`src/rtl/ahb_output_port_bank.sv`:
```
// AHB-Lite bank of output channel registers with byte lanes,
// SET/CLR/TGL aliases and programmable data-phase wait states.
module ahb_output_port_bank #(
  parameter int unsigned NUM_PORTS   = 4,
  parameter int unsigned DATA_WIDTH  = 32,
  parameter int unsigned WAIT_STATES = 0,
  parameter logic [31:0] RESET_VALUE = '0
) (
  input  logic                            HCLK,
  input  logic                            HRESET,
  input  logic [31:0]                     HADDR,
  input  logic [31:0]                     HWDATA,
  input  logic [2:0]                      HSIZE,
  input  logic [1:0]                      HTRANS,
  input  logic                            HWRITE,
  input  logic                            HREADY,
  input  logic                            HSEL,
  output logic [31:0]                     HRDATA,
  output logic                            HREADYOUT,
  output logic [NUM_PORTS*DATA_WIDTH-1:0] oPort
);

  localparam logic [1:0] R_DATA = 2'd0;
  localparam logic [1:0] R_SET  = 2'd1;
  localparam logic [1:0] R_CLR  = 2'd2;
  localparam logic [2:0] WS     = 3'(WAIT_STATES);

  typedef logic [DATA_WIDTH-1:0] word_t;

  logic       wr_q, wr_d;
  logic       rd_q, rd_d;
  logic [3:0] ch_q, ch_d;
  logic [1:0] reg_q, reg_d;
  logic [3:0] mask_q, mask_d;
  logic [2:0] cnt_q, cnt_d;

  word_t port_q [NUM_PORTS];
  word_t port_d [NUM_PORTS];

  logic        capture;
  logic        commit;
  logic [3:0]  lane_mask;
  logic [31:0] full_m;
  word_t       bmask;
  word_t       wdat;
  logic [31:0] rd_word;

  assign capture = HREADY & HSEL & HTRANS[1];

  always_comb begin
    lane_mask = 4'b1111;
    unique case (1'b1)
      (HSIZE == 3'd0): lane_mask = 4'b0001 << HADDR[1:0];
      (HSIZE == 3'd1): lane_mask = 4'b0011 << {HADDR[1], 1'b0};
      default:         lane_mask = 4'b1111;
    endcase
  end

  // Flags only move when the bus advances; they hold across our wait states.
  always_comb begin
    wr_d   = wr_q;
    rd_d   = rd_q;
    ch_d   = ch_q;
    reg_d  = reg_q;
    mask_d = mask_q;
    cnt_d  = cnt_q;
    if (cnt_q != 3'd0) begin
      cnt_d = cnt_q - 3'd1;
    end
    if (HREADY) begin
      wr_d = capture & HWRITE;
      rd_d = capture & ~HWRITE;
      if (capture) begin
        ch_d   = HADDR[7:4];
        reg_d  = HADDR[3:2];
        mask_d = lane_mask;
        cnt_d  = WS;
      end
    end
  end

  assign full_m = {{8{mask_q[3]}}, {8{mask_q[2]}},
                   {8{mask_q[1]}}, {8{mask_q[0]}}};
  assign bmask  = full_m[DATA_WIDTH-1:0];
  assign wdat   = HWDATA[DATA_WIDTH-1:0] & bmask;
  assign commit = wr_q & HREADY & (cnt_q == 3'd0);

  always_comb begin
    for (int c = 0; c < NUM_PORTS; c++) begin
      port_d[c] = port_q[c];
      if (commit && ch_q == 4'(c)) begin
        unique case (1'b1)
          (reg_q == R_DATA): port_d[c] = (port_q[c] & ~bmask) | wdat;
          (reg_q == R_SET):  port_d[c] = port_q[c] | wdat;
          (reg_q == R_CLR):  port_d[c] = port_q[c] & ~wdat;
          default:           port_d[c] = port_q[c] ^ wdat;
        endcase
      end
    end
  end

  // Channels beyond NUM_PORTS never match, so they read as zero.
  always_comb begin
    rd_word = '0;
    for (int c = 0; c < NUM_PORTS; c++) begin
      if (ch_q == 4'(c)) begin
        rd_word[DATA_WIDTH-1:0] = port_q[c];
      end
    end
  end

  assign HRDATA    = rd_q ? rd_word : 32'd0;
  assign HREADYOUT = (cnt_q == 3'd0);

  always_ff @(posedge HCLK) begin
    if (HRESET) begin
      wr_q   <= 1'b0;
      rd_q   <= 1'b0;
      ch_q   <= '0;
      reg_q  <= '0;
      mask_q <= '0;
      cnt_q  <= '0;
      for (int c = 0; c < NUM_PORTS; c++) begin
        port_q[c] <= RESET_VALUE[DATA_WIDTH-1:0];
      end
    end else begin
      wr_q   <= wr_d;
      rd_q   <= rd_d;
      ch_q   <= ch_d;
      reg_q  <= reg_d;
      mask_q <= mask_d;
      cnt_q  <= cnt_d;
      for (int c = 0; c < NUM_PORTS; c++) begin
        port_q[c] <= port_d[c];
      end
    end
  end

  for (genvar g = 0; g < NUM_PORTS; g++) begin : g_port
    assign oPort[g*DATA_WIDTH +: DATA_WIDTH] = port_q[g];
  end

  logic unused_ok;
  assign unused_ok = ^{HADDR[31:8], HTRANS[0], HWDATA, full_m};

endmodule
```
`config.mk`:
```
export PLATFORM = sky130hd
export DESIGN_NAME = ahb_output_port_bank
export DESIGN_NICKNAME = d
export VERILOG_FILES = /design/src/rtl/ahb_output_port_bank.sv
export SDC_FILE = /design/constraint.sdc
export NUM_CORES = 1
export LEC_CHECK = 0
export ABC_AREA = 1
export CAP_MARGIN = 20
export CELL_PAD_IN_SITES_DETAIL_PLACEMENT = 1
export CELL_PAD_IN_SITES_GLOBAL_PLACEMENT = 1
export CORE_ASPECT_RATIO = 0.75
export CORE_MARGIN = 1.5
export CORE_UTILIZATION = 39
export CTS_BUF_LIST = sky130_fd_sc_hd__clkbuf_16
export CTS_CLUSTER_DIAMETER = 100
export DETAILED_ROUTE_END_ITERATION = 8
export GPL_TIMING_DRIVEN = 0
export PLACE_DENSITY_LB_ADDON = 0.05
export SLEW_MARGIN = 20
export SYNTH_ARGS = -nofsm -noshare
export SYNTH_HDL_FRONTEND = slang
export SYNTH_SLANG_ARGS = --single-unit
```
`constraint.sdc`:
```
create_clock -name HCLK -period 4.5 [get_ports HCLK]
set_clock_uncertainty 0.05 [all_clocks]
set_input_delay 0.675 -clock HCLK [delete_from_list [all_inputs] [get_ports HCLK]]
set_output_delay 0.675 -clock HCLK [all_outputs]
set_load 0.005 [all_outputs]
```
* Word level (Yosys, flattened, before mapping)
Memory sizes are Yosys's and may differ from the RTL's.
Index checks and enable logic that the tools add are counted.
** Word-level totals
- Register bits :: 15
- Bits in latches :: 0
- Memory bits (writable) :: 128
- ROM bits :: 0
- Bits of input ports :: 74
- Output and inout port bits :: 161
- Logic and storage cells :: 84
- Memories kept :: 1
** Memory list
- port_q :: words 4, bits a word 32, rd ports 4, clocked after Yosys merged registers in 0, write ports 4, line 37 : word_t port_q [NUM_PORTS];
** Cells by class
- Add/subtract/negate cells :: 1
- Multiply operators :: 0
- Div/mod/pow operators :: 0
- Magnitude comparators :: 0
- Equal/unequal tests :: 6
- Shift operators :: 2
- Muxes and demuxes :: 24
- Bitwise logic cells :: 34
- Reductions and logical operators :: 10
** Operators by type and width (count)
- two-way mux 32 bit :: 13
- one-hot mux 32 bit (3 select lines) :: 4
- bitwise AND 32 bit :: 9
- OR 32 bit :: 8
- XOR 32 bit :: 4
- inverter 32 bit :: 2
- two-way mux 3 bit :: 3
- equality test 4 x 2 -> 1 bit, second input constant :: 2
- one-hot mux 4 bit (2 select lines) :: 1
- bitwise AND 1 bit :: 6
- zero test 3 bit :: 2
- equality test 4 x 1 -> 1 bit, second input constant :: 1
- logical AND 1 bit :: 4
- zero test 4 bit :: 1
- OR 1 bit :: 4
- << shifter 1 x 2 -> 4 bit, first input constant :: 1
- << shifter 2 x 2 -> 4 bit, first input constant :: 1
- equality test 3 x 1 -> 1 bit, second input constant :: 1
- two-way mux 1 bit :: 3
- nonzero test 3 bit :: 1
- subtractor 3 x 1 -> 3 bit, second input constant :: 1
- equality test 2 x 1 -> 1 bit, second input constant :: 1
- equality test 2 bit, second input constant :: 1
- zero test 2 bit :: 1
- 2 further kinds :: 2

* Logic depth before layout (Yosys ltp)
- Depth after elaboration :: 6
- Depth in mapped cells :: 9
- Gate-level depth less buffers :: 8

* Worst setup path before layout
OpenSTA, ideal clock, no wires.
- Path kind :: reg2out
- From :: register ch_q[2]
- To :: output HRDATA[10]
- Data arrival time :: 1054 ps
- Data required time :: 3775 ps
- Slack :: 2721 ps
- Cell stages (with the launch flop) :: 7
- Path buffers :: 1
- Cells stage by stage :: dfxtp_1 > inv_1 > nand2_2 > nor2_1 > buf_2 > nor3_1 > nor2_1
** On the way
- Word-level cells in the longest chain between the ends :: 6
- Elaborated cells on any way between the ends :: 9
- Those cells by class :: eq/ne: 3; mux: 5; reduce/logical: 1
** Ends and longest elaborated chain
- start, declared :: line 32 : logic [3:0] ch_q, ch_d;
- start signal, assigned :: line 129 : ch_q <= ch_d;
- zero test 4 bit :: line 106 : if (ch_q == 4'(c)) begin
- two-way mux 32 bit (3 in series) :: line 106
- two-way mux 32 bit (*) :: line 106
- two-way mux 32 bit (*) :: line 112 : assign HRDATA = rd_q ? rd_word : 32'd0;
- end, declared :: line 18 : output logic [31:0] HRDATA,
Every way passes the cells marked *; elsewhere a longest branch is shown, timed or not.

* Final worst setup path
Ends and elaborated chain as after synthesis.

==> results.sh <==
export IMPL_postCtsResizedCells=0
export IMPL_synthArstFlopShare_pct=0
export IMPL_p_int_w=0.002506
export IMPL_numClockSinks=143
export IMPL_power_density_nw_per_um2=222.8
export IMPL_wirelength_mm=54.39
export IMPL_synth_nets=2470
export IMPL_ys_seq_elements=143
export IMPL_ios=235
export IMPL_max_freq_ghz=0.2994
export IMPL_chipWidth_um=210.4
export IMPL_min_delay_path_class="reg2reg"
export IMPL_use_met2_pct=56.10
export IMPL_synth_ff_type="dfxtp_1"
export IMPL_vias=14880
export IMPL_rows=56
export IMPL_synth_seq_area_share_pct=22.76
export IMPL_vias_per_cell=5.107
export IMPL_synth_edf_count=0
export IMPL_drc=0
export IMPL_layout_drive_gt1_share_pct=5.185
export IMPL_drt_iter0_drc=856
export IMPL_antenna_found_initial=0
export IMPL_synthTopCellsByArea="nand2_1 (34%), dfxtp_1 (23%), ha_1 (13%), inv_1 (8.0%), nor2_1 (6.9%)"
export IMPL_start_util_pct=39.88
export IMPL_fin_setup_tns_ps=0
export IMPL_design_die_area_um2=33340
export IMPL_cts_buffers=17
export IMPL_grt_met3_usage_pct=5.661
export IMPL_post_place_ws_ps=1625
export IMPL_worst_slew_pin_transition_ps=800.7
export IMPL_ant_nets=0
export IMPL_post_cts_buffers=0
export IMPL_first_pass_iters=5
export IMPL_crit_path_start_kind="flip-flop"
export IMPL_p_seq_share_pct=37.1
export IMPL_setup_viol=0
export IMPL_switchingPower_w=0.001021
export IMPL_grt_total_usage_pct=32.95
export IMPL_period_share_pct=74.22
export IMPL_final_nets=2698
export IMPL_cts_tree="yes"
export IMPL_ys_warn_count=0
export IMPL_required_ps=3770
export IMPL_grt_pass1_vias=15080
export IMPL_period_needed_ps=3340
export IMPL_grt_max_degree=17
export IMPL_syn_inst=2266
export IMPL_maxCapViolations=0
export IMPL_grt_pass1_wl_mm=83.94
export IMPL_status="completed"
export IMPL_critPathKind="reg2out"
export IMPL_overflow=0
export IMPL_report_final_slew_viol_count=0
export IMPL_p_sw_share_pct=28.95
export IMPL_cts_root_buf="clkbuf_16"
export IMPL_top_usage_layer="met2"
export IMPL_hpwlAfterDp_mm=40.21
export IMPL_post_synth_top_count_cell="nand2_1"
export IMPL_num_antenna_cells=0
export IMPL_core_area_um2=31530
export IMPL_synth_largest_area_cell="nand2_1"
export IMPL_h_tree_depth=4
export IMPL_syn2layout_area_growth_pct=25.86
export IMPL_use_met1_pct=42.66
export IMPL_wl_per_cell_um=18.67
export IMPL_ys_types=21
export IMPL_power_frac_comb_pct=15.5
export IMPL_ir_drop_uv=252.6
export IMPL_cts_hold_buffers=0
export IMPL_path_max_fanout=10
export IMPL_die_h_um=158.5
export IMPL_synth_common_cells="nand2_1 (1140), inv_1 (269), nor2_1 (231)"
export IMPL_cts_buffer_depth=2
export IMPL_cp_end_kind="output port"
export IMPL_grt_setup_unrepaired="false"
export IMPL_synth_cell_area_um2=12580
export IMPL_numPortBuffers=209
export IMPL_cp_arrival_ps=2610
export IMPL_path_clk_slew_ps=70
export IMPL_clk_insertion_delay_late_ps=450
export IMPL_setup_ws_ps=1160
export IMPL_p_clk_share_pct=47.3
export IMPL_syn_mean_instance_area_um2=5.550
export IMPL_leakagePower_nw=9.306
export IMPL_slew_headroom_pct=46.62
export IMPL_finalHoldViolCount=0
export IMPL_yosys_area_top_type_share_pct=34.03
export IMPL_gp_congestion=0.8984
==> layout by cell type (no fill, tap or decap) <==
cell type,count
dfxtp_1,143
ha_1,130
a211oi_1,1
a21oi_1,141
nor3_1,33
o21ai_0,14
nand2_1,1140
buf_4,3
buf_1,3
nor2_1,231
nand2_4,4
clkinv_1,2
clkbuf_1,23
nand2_2,2
a2bb2oi_1,1
clkinv_2,2
buf_2,66
buf_6,22
inv_2,2
inv_1,272
bufinv_16,6
clkbuf_16,17
nand3_1,34
or2_2,1
clkdlybuf4s50_1,209
clkinv_4,2
nor2_4,3
==> worst paths after layout <==
kind,start,end,slack [ps],cells past startpoint
hold / removal,cnt_q[0],cnt_q[0],410,2
hold reg to reg,cnt_q[0],cnt_q[0],410,2
setup reg to reg,mask_q[2],port_q[1][17],2570,8
setup / recovery,ch_q[2],HRDATA[10],1160,7
==> cells by family (layout without fill, tap and decap cells) <==
logic type / Yosys count / count (layout) / share of synthesized area, %
flops: 143 / 143 / 22.76
simple gates: 1448 / 1448 / 44.36
fa+ha+maj: 130 / 130 / 12.93
buf+inv: 388 / 629 / 13.64
compound gates: 157 / 157 / 6.298
==> cell type report <==
class                      instances  area, um^2
fill                            4511       15700
multi-input combinational       1735        7998
sequential                       143        2863
timing repair buffer             209        2092
inverter                         271        1017
buffer                           117       698.2
tap                              406       508.0
clock buffer                      17       425.4
clock inverter                    15       226.5
==> metal layers <==
| metal | share of wire [%] | vias up |
|---|---|---|
| met5 | 0 | - |
| met4 | 2.1 | 0 |
| met3 | 5.9 | 73 |
| met2 | 46 | 393 |
| met1 | 46 | 7133 |
| li1 | - | 7279 |
==> power by group through the flow <==
| stage | logic, W | clock network, W | registers, W |
|---|---|---|---|
| floorplan | 0.000308 | 0 | 0.00133 |
| global route | 0.000605 | 0.00173 | 0.00131 |
| detailed placement | 0.000541 | 0 | 0.00134 |
| CTS | 0.000545 | 0.00168 | 0.00131 |
| finish | 0.000548 | 0.00167 | 0.00131 |
| global placement | 0.000515 | 0 | 0.00134 |
==> stage by stage <==
step	hold WS (ps)	cell area [um^2]	cells	power, W	utilization [%]
after global routing	437.4	15830	2913	0.003643	50.20
final	412.5	15830	2913	0.003526	50.20
after global placement	390.7	15180	2881	0.001851	48.13
after CTS	414.7	15830	2913	0.003530	50.20
after detailed placement	404.3	15180	2881	0.001878	48.13
after floorplan	378.7	12580	2266	0.001640	-
==> worst max-delay path: stages, from the launching register on <==
cell             delay, ps
dfxtp_1                310
inv_1                   90
nand2_2                130
nor2_1                 410
buf_2                  370
nor3_1                 120
nor2_1                 190
clkdlybuf4s50_1        540
==> registers in the layout, indices dropped and copies added (netlist names) <==
signal	flops
rd_q	1
wr_q	1
mask_q	4
port_q	128
cnt_q	3
reg_q	2
ch_q	4
Note: power is estimated with default switching activity, not from simulation.
